--- config.mk ---
export PLATFORM = sky130hd
export DESIGN_NAME = async_handshake_rx_fifo
export DESIGN_NICKNAME = d
export VERILOG_FILES = /design/src/rtl/async_handshake_rx_fifo.sv
export SDC_FILE = /design/constraint.sdc
export NUM_CORES = 1
export LEC_CHECK = 0
export ABC_AREA = 1
export CAP_MARGIN = 20
export CORE_MARGIN = 1
export CORE_UTILIZATION = 40
export CTS_BUF_LIST = sky130_fd_sc_hd__clkbuf_4 sky130_fd_sc_hd__clkbuf_8
export CTS_CLUSTER_SIZE = 24
export DETAILED_ROUTE_END_ITERATION = 8
export GPL_TIMING_DRIVEN = 0
export PLACE_DENSITY = 0.56
export REMOVE_ABC_BUFFERS = 1
export SLEW_MARGIN = 20
export SYNTH_ARGS = -nofsm -noshare
export SYNTH_HDL_FRONTEND = slang
export SYNTH_SLANG_ARGS = --single-unit
--- constraint.sdc ---
create_clock -name clk -period 3.2 [get_ports clk]
set_input_delay 0.8 -clock clk [delete_from_list [all_inputs] [get_ports clk]]
set_output_delay 0.8 -clock clk [all_outputs]
set_load 0.05 [all_outputs]
--- src/rtl/async_handshake_rx_fifo.sv ---
`default_nettype none
// ============================================================================
// Module      : async_handshake_rx_fifo
// Description : Receiver side of a 4-phase rqst/ack bus handshake. Captures
//               BusData once per handshake into a DEPTH-entry FIFO that
//               local logic drains through valid/ready. ack is withheld
//               while the FIFO is full, so no word is ever dropped.
// Revision    : 1.0 - initial release
// ============================================================================
module async_handshake_rx_fifo #(
  parameter int B           = 8,
  parameter int DEPTH       = 4,
  parameter int SYNC_STAGES = 2
) (
  input  logic                       clk,
  input  logic                       rst_n,
  input  logic                       rqst,
  input  logic [B-1:0]               BusData,
  input  logic                       en,
  output logic                       ack,
  output logic [B-1:0]               dout,
  output logic                       dout_valid,
  input  logic                       dout_ready,
  output logic [$clog2(DEPTH+1)-1:0] count
);

  localparam int c_PTR_W = $clog2(DEPTH);
  localparam int c_CNT_W = $clog2(DEPTH+1);
  localparam logic [c_CNT_W-1:0] c_CNT_FULL = c_CNT_W'(DEPTH);
  localparam logic [c_CNT_W-1:0] c_CNT_ONE  = c_CNT_W'(1);
  localparam logic [c_PTR_W-1:0] c_PTR_ONE  = c_PTR_W'(1);

  typedef enum logic [0:0] {
    S_IDLE = 1'b0,
    S_ACK  = 1'b1
  } state_t;

  logic [SYNC_STAGES-1:0] r_sync;
  logic                   w_rqst_s;
  state_t                 r_state;
  state_t                 w_state_nxt;
  logic                   r_ack;
  logic                   w_ack_nxt;
  logic                   w_push;
  logic                   w_pop;
  logic                   w_full;
  logic [B-1:0]           r_mem [DEPTH];
  logic [c_PTR_W-1:0]     r_wptr;
  logic [c_PTR_W-1:0]     r_rptr;
  logic [c_CNT_W-1:0]     r_count;

  // Bring the asynchronous request into the clk domain through a flop chain.
  always_ff @(posedge clk or negedge rst_n) begin
    if (!rst_n) begin
      r_sync <= '0;
    end else begin
      r_sync <= {r_sync[SYNC_STAGES-2:0], rqst};
    end
  end

  assign w_rqst_s = r_sync[SYNC_STAGES-1];
  // Full looks at the occupancy before this edge; a simultaneous pop does not free room yet.
  assign w_full   = (r_count == c_CNT_FULL);

  // Handshake state and the registered acknowledge.
  always_ff @(posedge clk or negedge rst_n) begin
    if (!rst_n) begin
      r_state <= S_IDLE;
      r_ack   <= 1'b0;
    end else begin
      r_state <= w_state_nxt;
      r_ack   <= w_ack_nxt;
    end
  end

  // Next state: accept only from IDLE; once acknowledged, wait for the request to fall.
  always_comb begin
    w_state_nxt = r_state;
    w_ack_nxt   = r_ack;
    w_push      = 1'b0;
    case (r_state)
      S_IDLE: begin
        w_ack_nxt = 1'b0;
        if (w_rqst_s && en && !w_full) begin
          w_push      = 1'b1;
          w_state_nxt = S_ACK;
          w_ack_nxt   = 1'b1;
        end
      end
      S_ACK: begin
        w_ack_nxt = 1'b1;
        if (!w_rqst_s) begin
          w_state_nxt = S_IDLE;
          w_ack_nxt   = 1'b0;
        end
      end
      default: begin
        w_state_nxt = S_IDLE;
        w_ack_nxt   = 1'b0;
      end
    endcase
  end

  // Storage: cleared on reset so dout reads zero until the first capture.
  always_ff @(posedge clk or negedge rst_n) begin
    if (!rst_n) begin
      for (int i = 0; i < DEPTH; i++) begin
        r_mem[i] <= '0;
      end
    end else if (w_push) begin
      r_mem[r_wptr] <= BusData;
    end
  end

  // Pointers wrap naturally at DEPTH (power of two); count tracks occupancy.
  always_ff @(posedge clk or negedge rst_n) begin
    if (!rst_n) begin
      r_wptr  <= '0;
      r_rptr  <= '0;
      r_count <= '0;
    end else begin
      if (w_push) begin
        r_wptr <= r_wptr + c_PTR_ONE;
      end
      if (w_pop) begin
        r_rptr <= r_rptr + c_PTR_ONE;
      end
      case ({w_push, w_pop})
        2'b10:   r_count <= r_count + c_CNT_ONE;
        2'b01:   r_count <= r_count - c_CNT_ONE;
        default: r_count <= r_count;
      endcase
    end
  end

  assign dout_valid = (r_count != '0);
  assign w_pop      = dout_valid & dout_ready;
  assign dout       = r_mem[r_rptr];
  assign ack        = r_ack;
  assign count      = r_count;

endmodule
`default_nettype wire
Word-level counts from Yosys, hierarchy flattened. Cells that the tools add are included.

Bits in registers: 42. Input bits: 13. Word-level logic and storage cells: 40. Output and inout bits: 13.

Bitwise gates (word level): 4. $add $sub $neg: 4. Muxes and demuxes: 11. Eq/ne operators: 3. Reductions and logical operators: 6. $lt $le $gt $ge: 3.

Operators with widths (number): bitwise mux 32 bit (1); two-way mux 8 bit (3); binary-select mux 8 bit (select 2 bit) (1); demux 8 bit (select 2 bit) (1); greater-or-equal comparator 3 bit, second input constant (2); inverter 2 -> 3 bit (2); case mux 3 bit (2 select lines) (1); adder 2 x 1 -> 2 bit, second input constant (2); adder 3 x 1 -> 3 bit, second input constant (1); == test 3 bit, second input constant (1); logical AND 1 bit (3); less-than comparator 3 x 1 -> 1 bit, second input constant (1); two-way mux 1 bit (3); nonzero test 3 bit (1); subtractor 3 x 1 -> 3 bit, second input constant (1); == test 2 x 1 -> 1 bit, second input constant (1); == test 2 bit, second input constant (1); case mux 1 bit (2 select lines) (1); nonzero test 2 bit (1); AND 1 bit (1); zero test 1 bit (1); inverter 1 bit (1).

Depth between registers and ports, before layout. Gate-level depths: netlist of run 1.

Depth after elaboration: 7. Gate-level depth with buffers: 12. Depth with buffers taken out: 12.

Worst setup path before layout of run 1. OpenSTA, ideal clock, no wires.

Path type: register to register. Start: register r_count[0] (netlist: count[0]). End: register r_count[2] (netlist: count[2]). Clock period less this slack: 2.443 ns. Data arrival time: 2.324 ns. Cell stages (with the launch flop): 12. Setup slack: 0.757 ns. Buffers on the path: 0. Data required time: 3.080 ns. Path through: dfrtp_1 -> inv_2 -> nand3_1 -> nand2_1 -> inv_1 -> ha_1 -> inv_1 -> fa_1 -> nand2_1 -> nand3_1 -> nand2_1 -> nand2_1.

Elaborated cells on any way between the ends: 13. Classes of those cells: add/sub (2); eq/ne (3); mux (3); bitwise (1); reduce/logical (4).

RTL lines: start, declared (line 50) `logic [c_CNT_W-1:0] r_count;`; start signal, assigned (line 129) `2'b10: r_count <= r_count + c_CNT_ONE;`; start signal, assigned (line 130) `2'b01: r_count <= r_count - c_CNT_ONE;`; start signal, assigned (line 131) `default: r_count <= r_count;`; nonzero test 3 bit * (line 136) `assign dout_valid = (r_count != '0);`; net dout_valid (line 22) `output logic dout_valid,`; AND 1 bit * (line 137) `assign w_pop = dout_valid & dout_ready;`; net w_pop (line 45) `logic w_pop;`; == test 2 x 1 -> 1 bit / == test 2 bit (equally long branches) (line 128) `case ({w_push, w_pop})`; case mux 3 bit (2 select lines) / nonzero test 2 bit (equally long branches).

Mark *: on every way through the listed nets, which the timed path passes. The rest lies on a longest branch. A chain may end at the register's enable or synchronous reset.

Worst setup path after layout of run 1.
Start: register r_rptr[0]. End: output port dout[5].

Cells in the longest elaborated chain, start to end: 4.

Ends and longest elaborated chain: start, declared (line 49) `logic [c_PTR_W-1:0] r_rptr;`; start signal, assigned (line 126) `r_rptr <= r_rptr + c_PTR_ONE;`; inverter 2 -> 3 bit (not written as such) (line 138) `assign dout = r_mem[r_rptr];`; binary-select mux 8 bit (select 2 bit) (line 138); two-way mux 8 bit (not written as such) (2 in a row) (line 138); end, declared (line 21) `output logic [B-1:0] dout,`.

Every way passes these cells. The select of a mux whose other input is x is not followed.

==> results of run 1 <==
## kinds of logic (layout without fill, tap and decap cells)
group,count (synthesis),count (layout),share of synthesized area [%]
flip-flops,42,42,48.4
XOR/XNOR,2,2,0.807
AO/OA/AOI/OAI,26,26,6.46
buffers and inverters,27,45,9.97
AND/OR/NAND/NOR,141,142,30.5
adder cells (fa/ha/maj),6,6,3.80
## cell type report
| type | count | area (um2) | area share, % |
|---|---|---|---|
| clock buffer | 7 | 90.1 | 3.67 |
| clock inverter | 1 | 5.00 | 0.204 |
| inverter | 11 | 41.3 | 1.68 |
| multi-input combinational | 176 | 910 | 37.1 |
| sequential | 42 | 1050 | 42.9 |
| tap | 70 | 87.6 | 3.57 |
| timing repair buffer | 26 | 268 | 10.9 |
## cells in the mapped netlist (2+ instances only)
master and count:
nor2_1 16, buf_12 4, o22ai_1 8, inv_1 8
nand3_4 2, buf_6 4, o21ai_0 18, nand4_1 33
buf_2 4, ha_1 5, nand3_1 6, inv_2 3
dfrtp_1 42, buf_4 4, xnor2_1 2, nand2_1 81
## worst max path at each step
stage / startpoint / to / slack (ps)
finish: r_rptr[0]$_DFFE_PN0P_ / dout[5] / 140
global route: r_rptr[0]$_DFFE_PN0P_ / dout[4] / 3
CTS: r_rptr[0]$_DFFE_PN0P_ / dout[3] / 80
detailed placement: en / count[1]$_DFFE_PN0P_ / -150
global placement: en / count[1]$_DFFE_PN0P_ / -170
floorplan: en / count[1]$_DFFE_PN0P_ / 700
## state kept, by name, summed over array words and instances, names as in the netlist
signal and count:
r_mem 32, r_rptr 2, ack 1, r_sync 2
count 3, r_wptr 2
## metal layers
metal / track usage, % / vias up / wire (um)
met1: 28.3 / 807 / 2510
met2: 31.3 / 22 / 2500
met3: 3.97 / 5 / 117
li1: - / 861 / -
met5: 0 / - / 0
met4: 4.32 / 0 / 38
## what timing repair did
item,4_1_cts,5_1_grt
pin swaps,0,1
setup endpoints to repair,8,2
cloned,0,1
gates resized for setup,1,1
## per-stage QoR
stage	setup TNS [ps]	hold WS (ps)	power [mW]	instances
after floorplan	0	331	1.97	228
after global placement	-276	335	2.45	323
after detailed placement	-236	356	2.46	324
after CTS	0	373	2.83	332
after global routing	0	395	3.02	333
final	0	368	2.81	333
## worst max-delay path, cell delays in order (launching register included)
cell	delay, ps
dfrtp_2	550
inv_2	310
o21ai_0	120
o22ai_1	150
clkdlybuf4s50_1	830
## placed cells by master, fill, tap and decap left out
cell,instances
buf_12,1
buf_2,1
clkbuf_4,1
clkbuf_8,6
clkdlybuf4s50_1,23
clkinv_2,1
dfrtp_1,41
dfrtp_2,1
dlymetal6s2s_1,1
fa_1,1
ha_1,5
inv_1,8
inv_2,3
nand2_1,81
nand2_2,1
nand3_1,6
nand3_2,1
nand3_4,2
nand4_1,33
nor2_1,16
nor2_2,1
nor2_4,1
o21ai_0,18
o22ai_1,8
xnor2_1,2
## report_power, final
group,internal [mW],switching (mW),total (mW)
clock network,0.183,0.181,0.363
logic,0.481,1.01,1.49
registers,0.766,0.193,0.959
total,1.43,1.38,2.81
==> impl_metrics.ini, run 1 <==
[run_status]
run_status = complete, no violations

[synthesis]
async_flop_share_pct = 100
ys_seq_elements = 42
ys_top_cells_by_area = dfrtp_1 48%, nand2_1 14%, nand4_1 9.5%, o21ai_0 4.1%, buf_12 3.7%
synth-seq-area-share_pct = 48.4
synth-edff-count = 0
synth_ff_type = dfrtp_1
yosys.area.top_type = dfrtp_1
synthesis.area_um2 = 2170
netlist_instances = 244
syn_avg_cell_area_um2 = 8.90
ys_warn_count = 0
netlist.area_leader.share_pct = 48.4
synth_cell_types = 20

[sta]
rsz0062_at_grt = false
slew_violations = 0
fmax_ghz = 0.327
finalSetupViolCount = 0
final-hold-violation-count = 0
worst_pin_slew_ps = 869
layout_setup_ws_ps = 138
min_period_ps = 3060
fin_skew_ps = 5.42
min_period_over_period_pct = 95.7
slew-limit-headroom_pct = 42.0

[floorplan]
die-area_um2 = 5730
io-pin-count = 26
core_um2 = 5170
start_util_pct = 42.0
core.rowCount = 26
die_y_um = 75.7
die_w_um = 75.7

[clock_tree]
cts_buffers = 5
clock_latency_ps = 290
root_buffer = clkbuf_8
cts.sinks = 42
clock_path_buffers = 2
cts.clk_slew.worst_paths_ps = 80
post_cts_buffers = 0
cts_tree = done
cts_hold_buf = 0
htree_levels = 2

[power]
ir_worst_vdd_mv = 0.537
cellLeakagePower_nw = 1.19
power_density_nw_per_um2 = 1140

[setup_path]
required_ps = 2400
worstReg2RegEnd = count[2]$_DFFE_PN0P_
startpoint_type = flip-flop
end_kind = output port
reg2reg_depth = 10
crit_type = flip-flop to output port
crit_fanout = 19
r2r-start = count[0]$_DFFE_PN0P_
crit_arrival_ps = 2260
reg2reg_setup_slack_ps = 540

[grt]
overflow = 0
grt_pass1_vias = 1550
grt_pass1_wl_um = 8150
antenna_found_initial = 0
grt_max_degree = 40
grt_use_total_pct = 19.8

[finish]
syn_to_final_growth_pct = 13.0
fin_util_pct = 47.4
nets = 281
fillers = 531
drive_above_1_share_pct = 7.60
fin_area_um2 = 2450
diodes = 0

[place]
io_buffer_count = 25
postPlaceCellArea_um2 = 2350
place_ws_ps = -151
gp_congestion = 0.762
post-dp-hpwl_um = 3080

[route]
ant_nets = 0
wl_per_cell_um = 15.5
drt_wl_total_um = 5170
vias = 1695
first_pass_iters = 4
drcViolationCount = 0
drt_iter0_markers = 110
viasPerCell = 5.09

[min_path]
hp-class = flip-flop to flip-flop
min_to = r_sync[1]$_DFF_PN0_
hp-start = r_sync[0]$_DFF_PN0_
worstHoldPathCells = 0

[run]
maxCapViolCount = 0
No activity file was read; power rests on OpenSTA's default activity.
==> run 2, diff against run 1 <==
--- a/config.mk
+++ b/config.mk
@@ -12,10 +12,10 @@
 export CTS_BUF_LIST = sky130_fd_sc_hd__clkbuf_4 sky130_fd_sc_hd__clkbuf_8
 export CTS_CLUSTER_SIZE = 24
 export DETAILED_ROUTE_END_ITERATION = 8
+export DONT_BUFFER_PORTS = 1
 export GPL_TIMING_DRIVEN = 0
-export PLACE_DENSITY = 0.56
+export PLACE_DENSITY = 0.5
 export REMOVE_ABC_BUFFERS = 1
-export SLEW_MARGIN = 20
 export SYNTH_ARGS = -nofsm -noshare
 export SYNTH_HDL_FRONTEND = slang
 export SYNTH_SLANG_ARGS = --single-unit
==> run 2 against run 1 <==
Against the previous run: setup slack better by 230 ps; clock power up 15%; total power down 3.2%; critical path type unchanged; cell count down 8.1%; die area unchanged; utilization down 3.9 points; clock-buffer cell count down 2; combinational power down 15%; first-iteration DRC count up 42%; hold slack worse by 180 ps.
==> impl_metrics.ini, run 2 (synthesis gave the netlist of run 1 again) <==
[power]
finalPower_mw = 2.72
power_density_nw_per_um2 = 1210
cellLeakagePower_nw = 1.10
ir_worst_vdd_mv = 0.421

[floorplan]
start_util_pct = 42.0
die_w_um = 75.7
core_um2 = 5170
die_y_um = 75.7
io-pin-count = 26
core.rowCount = 26
die-area_um2 = 5730

[finish]
multi_input_area_um2 = 961
largest_reg_flops = 32
diodes = 0
syn_to_final_growth_pct = 3.63
nets = 254
drive_above_1_share_pct = 10.2
final_common_cell = nand2_1
largest-register = r_mem
fillers = 540
layout_common_cells = 81 x nand2_1, 42 x dfrtp_1, 33 x nand4_1, 18 x o21ai_0, 16 x nor2_1
seq_area_um2 = 1050
fin_area_um2 = 2250

[grt]
overflow = 0
grt_use_total_pct = 20.5
grt_pass1_wl_um = 8410
antenna_found_initial = 0
grt_pass1_vias = 1631
grt_max_degree = 43

[sta]
worst_pin_slew_ps = 1010
final-hold-violation-count = 0
finalSetupViolCount = 0
setup-tns-final_ps = 0
fmax_ghz = 0.353
slew_violations = 0
fin_skew_ps = 6.03
slew-limit-headroom_pct = 32.6
min_period_ps = 2840
min_period_over_period_pct = 88.6
rsz0062_at_grt = false

[setup_path]
startpoint_type = flip-flop
required_ps = 2400
crit_arrival_ps = 2040
crit_fanout = 19
end_kind = output port
crit_type = flip-flop to output port

[clock_tree]
htree_levels = 2
root_buffer = clkbuf_8
cts_hold_buf = 0
cts.clk_slew.worst_paths_ps = 80
cts.sinks = 42
cts_tree = done
clock_path_buffers = 2
cts_buffers = 5
clock_latency_ps = 300

[route]
viasPerCell = 5.46
first_pass_iters = 4
wl_per_cell_um = 17.3
vias = 1671
drt_iter0_markers = 156
drt_wl_total_um = 5290
ant_nets = 0
drcViolationCount = 0

[place]
postPlaceCellArea_um2 = 2080
gp_congestion = 0.711
post-dp-hpwl_um = 2970
io_buffer_count = 0

[run]
maxCapViolCount = 0

[min_path]
hp-class = input port to asynchronous set/reset pin

[run_status]
run_status = complete, no violations
[run 2: final timing paths]
path	start	to	slack, ps	cells past startpoint
min in group clk	r_sync[0]$_DFF_PN0_	r_sync[1]$_DFF_PN0_	360	0
min reg2reg	r_sync[0]$_DFF_PN0_	r_sync[1]$_DFF_PN0_	360	0
max reg2reg	ack$_DFF_PN0_	count[1]$_DFFE_PN0P_	390	6
max in group asynchronous	rst_n	r_mem[28]$_DFFE_PN0P_	2920	0
min	rst_n	count[2]$_DFFE_PN0P_	190	0
max	r_rptr[0]$_DFFE_PN0P_	dout[0]	360	3
[run 2: metrics by stage]
step | util [%] | setup WS (ps) | hold slack [ps] | std cells
floorplan | - | 698 | 331 | 228
global placement | 40.3 | 244 | 332 | 298
detailed placement | 40.3 | 220 | 338 | 298
CTS | 42.4 | 32.3 | 175 | 306
global route | 43.5 | 184 | 170 | 306
finish | 43.5 | 365 | 187 | 306
[run 2: per-layer routing]
metal	part of all wire, %	track usage [%]
met4	1.6	7.41
met5	0	0
met2	47	32.3
met1	47	27.6
met3	4.5	4.89
[run 2: area by class of cell]
| class | count | area share [%] |
|---|---|---|
| Clock buffer | 5 | 3.06 |
| Clock inverter | 3 | 1.78 |
| Inverter | 11 | 1.84 |
| Multi-Input combinational cell | 175 | 42.7 |
| Sequential cell | 42 | 46.7 |
| Tap cell | 70 | 3.89 |
[run 2: what timing repair did]
action	CTS	global route
endpoints found under the setup margin	0	9
gates resized for setup	0	9
buffers inserted	0	0
[run 2: power by group]
part           internal (mW)  switching, mW  leakage [nW]
Clock                  0.230          0.189        0.0579
Sequential             0.763          0.274         0.527
Combinational          0.319          0.944         0.519
[run 2: critical path, stage by stage, from the launching register on]
cell	delay (ps)
dfrtp_1	650
inv_2	410
o21ai_0	180
o22ai_2	490
==> run 3, diff against run 2 <==
--- a/config.mk
+++ b/config.mk
@@ -7,12 +7,13 @@
 export LEC_CHECK = 0
 export ABC_AREA = 1
 export CAP_MARGIN = 20
-export CORE_MARGIN = 1
+export CORE_MARGIN = 4
 export CORE_UTILIZATION = 40
 export CTS_BUF_LIST = sky130_fd_sc_hd__clkbuf_4 sky130_fd_sc_hd__clkbuf_8
 export CTS_CLUSTER_SIZE = 24
 export DETAILED_ROUTE_END_ITERATION = 8
 export DONT_BUFFER_PORTS = 1
+export GPL_ROUTABILITY_DRIVEN = 0
 export GPL_TIMING_DRIVEN = 0
 export PLACE_DENSITY = 0.5
 export REMOVE_ABC_BUFFERS = 1
==> run 3 against run 2 <==
Against the previous run: register-to-register slack improved by 20 ps; critical path type unchanged; highest routed layer unchanged; via count shrank 1.4%; global-route usage is 2.3 points lower; clock skew decreased by 3.7 ps; critical path depth stayed put; total power down 2.9%; final area fell by 1.1%; utilization is 0.48 points lower; sequential share of layout area grew 0.53 points; die area grew 16%.
==> impl_metrics.ini, run 3 (synthesis gave the netlist of run 1 again) <==
[sta]
holdWs_ps = 196
slew_violations = 0
fin_skew_ps = 2.32
layout_setup_ws_ps = 409
setup-tns-final_ps = 0
slew-limit-headroom_pct = 32.1
fmax_ghz = 0.358
min_period_ps = 2790
final-hold-violation-count = 0
min_period_over_period_pct = 87.2
rsz0062_at_grt = false
worst_pin_slew_ps = 1020
finalSetupViolCount = 0

[setup_path]
startpoint_type = flip-flop
path_depth = 3
crit_type = flip-flop to output port
path_delay_family = compound AO/OA/AOI/OAI gates
reg2reg_setup_slack_ps = 410
reg2reg_depth = 6
r2r-start = ack$_DFF_PN0_
worst-path-buf-inv = 1
worstReg2RegEnd = count[1]$_DFFE_PN0P_
required_ps = 2400
slowest_stage = dfrtp_1
crit_fanout = 19
endpoint = dout[3]
critPathLaunch = r_rptr[0]$_DFFE_PN0P_
cp_cell_sequence = inv_2 -> o21ai_0 -> o22ai_2
end_kind = output port
slowest_delay_ps = 640
crit_arrival_ps = 1990

[grt]
antenna_found_initial = 0
grt_max_degree = 43
overflow = 0
grt_pass1_vias = 1681
grt_use_total_pct = 18.2
grt_pass1_wl_um = 8870

[clock_tree]
clock_path_buffers = 2
cts_buffers = 5
post_cts_buffers = 0
cts_tree = done
root_buffer = clkbuf_8
cts.repair.resized = 0
cts.sinks = 42
htree_levels = 2
clock_latency_ps = 290
cts.clk_slew.worst_paths_ps = 80
cts_hold_buf = 0

[run_status]
run_status = complete, no violations

[finish]
largest_reg_flops = 32
final_common_cell = nand2_1
diodes = 0
nets = 254
syn_to_final_growth_pct = 2.48
drive_above_1_share_pct = 9.79
fillers = 552
fin_util_pct = 43.0
layout_common_cells = 81 x nand2_1, 42 x dfrtp_1, 33 x nand4_1, 18 x o21ai_0, 16 x nor2_1
largest-register = r_mem

[floorplan]
io-pin-count = 26
die_y_um = 81.7
core.rowCount = 26
die-area_um2 = 6670
die_w_um = 81.7
core_um2 = 5170
start_util_pct = 42.0

[power]
finalPower_mw = 2.64
power_density_nw_per_um2 = 1190
cellLeakagePower_nw = 1.09
ir_worst_vdd_mv = 0.514

[route]
drt_wl_total_um = 5340
drt_iter0_markers = 61
first_pass_iters = 4
drcViolationCount = 0
vias = 1647
viasPerCell = 5.40
wl_per_cell_um = 17.5
ant_nets = 0

[run]
maxCapViolCount = 0

[min_path]
hp-class = input port to asynchronous set/reset pin

[place]
post-dp-hpwl_um = 3060
place_ws_ps = 205
io_buffer_count = 0
==> run 3: changes by cell type in the layout (fill, tap and decap cells not counted), sizes merged <==
cell	delta
clkbuf	+2
clkinv	-2
bufinv	-1
==> run 3: final cells by class <==
type	count	area, um2	share of cell area [%]
Inverter	11	41.3	1.86
Tap cell	70	87.6	3.94
Multi-Input combinational cell	175	961	43.2
Sequential cell	42	1050	47.2
Clock buffer	7	83.8	3.77
==> run 3: how the worst min path moves through the flow <==
stage                              from  depth (start not counted)                    end
CTS                               rst_n                          0  r_mem[19]$_DFFE_PN0P_
global placement    r_sync[0]$_DFF_PN0_                          0    r_sync[1]$_DFF_PN0_
global route                      rst_n                          0   r_mem[8]$_DFFE_PN0P_
finish                            rst_n                          0   count[2]$_DFFE_PN0P_
detailed placement  r_sync[0]$_DFF_PN0_                          0    r_sync[1]$_DFF_PN0_
floorplan           r_sync[0]$_DFF_PN0_                          0    r_sync[1]$_DFF_PN0_
==> run 3: worst register-to-register path, delay by kind of cell (launching register included) <==
family          cells  cell delay, ps
flops               1             600
fa+ha+maj           2             710
simple gates        2            1170
buf+inv             1              80
compound gates      1             160
==> run 3: metal layers <==
| layer | part of all wire, % | global-route usage, % | up-vias |
|---|---|---|---|
| met3 | 5.3 | 5.37 | 2 |
| met4 | 0.51 | 4.49 | 0 |
| met5 | 0 | 0 | - |
| met2 | 50 | 29.7 | 32 |
| li1 | - | - | 809 |
| met1 | 44 | 23.7 | 804 |
==> run 3: per-stage QoR <==
step                      std cells  area, um2
final                           305       2220
after global routing            305       2220
after CTS                       305       2170
after detailed placement        298       2080
after global placement          298       2080
after floorplan                 228       2000
==> run 3: power breakdown <==
| part | leakage (nW) | switching, mW | internal [mW] |
|---|---|---|---|
| sequential | 0.527 | 0.275 | 0.763 |
| combinational | 0.519 | 0.935 | 0.318 |
| clock | 0.0452 | 0.180 | 0.168 |
| total | 1.09 | 1.39 | 1.25 |
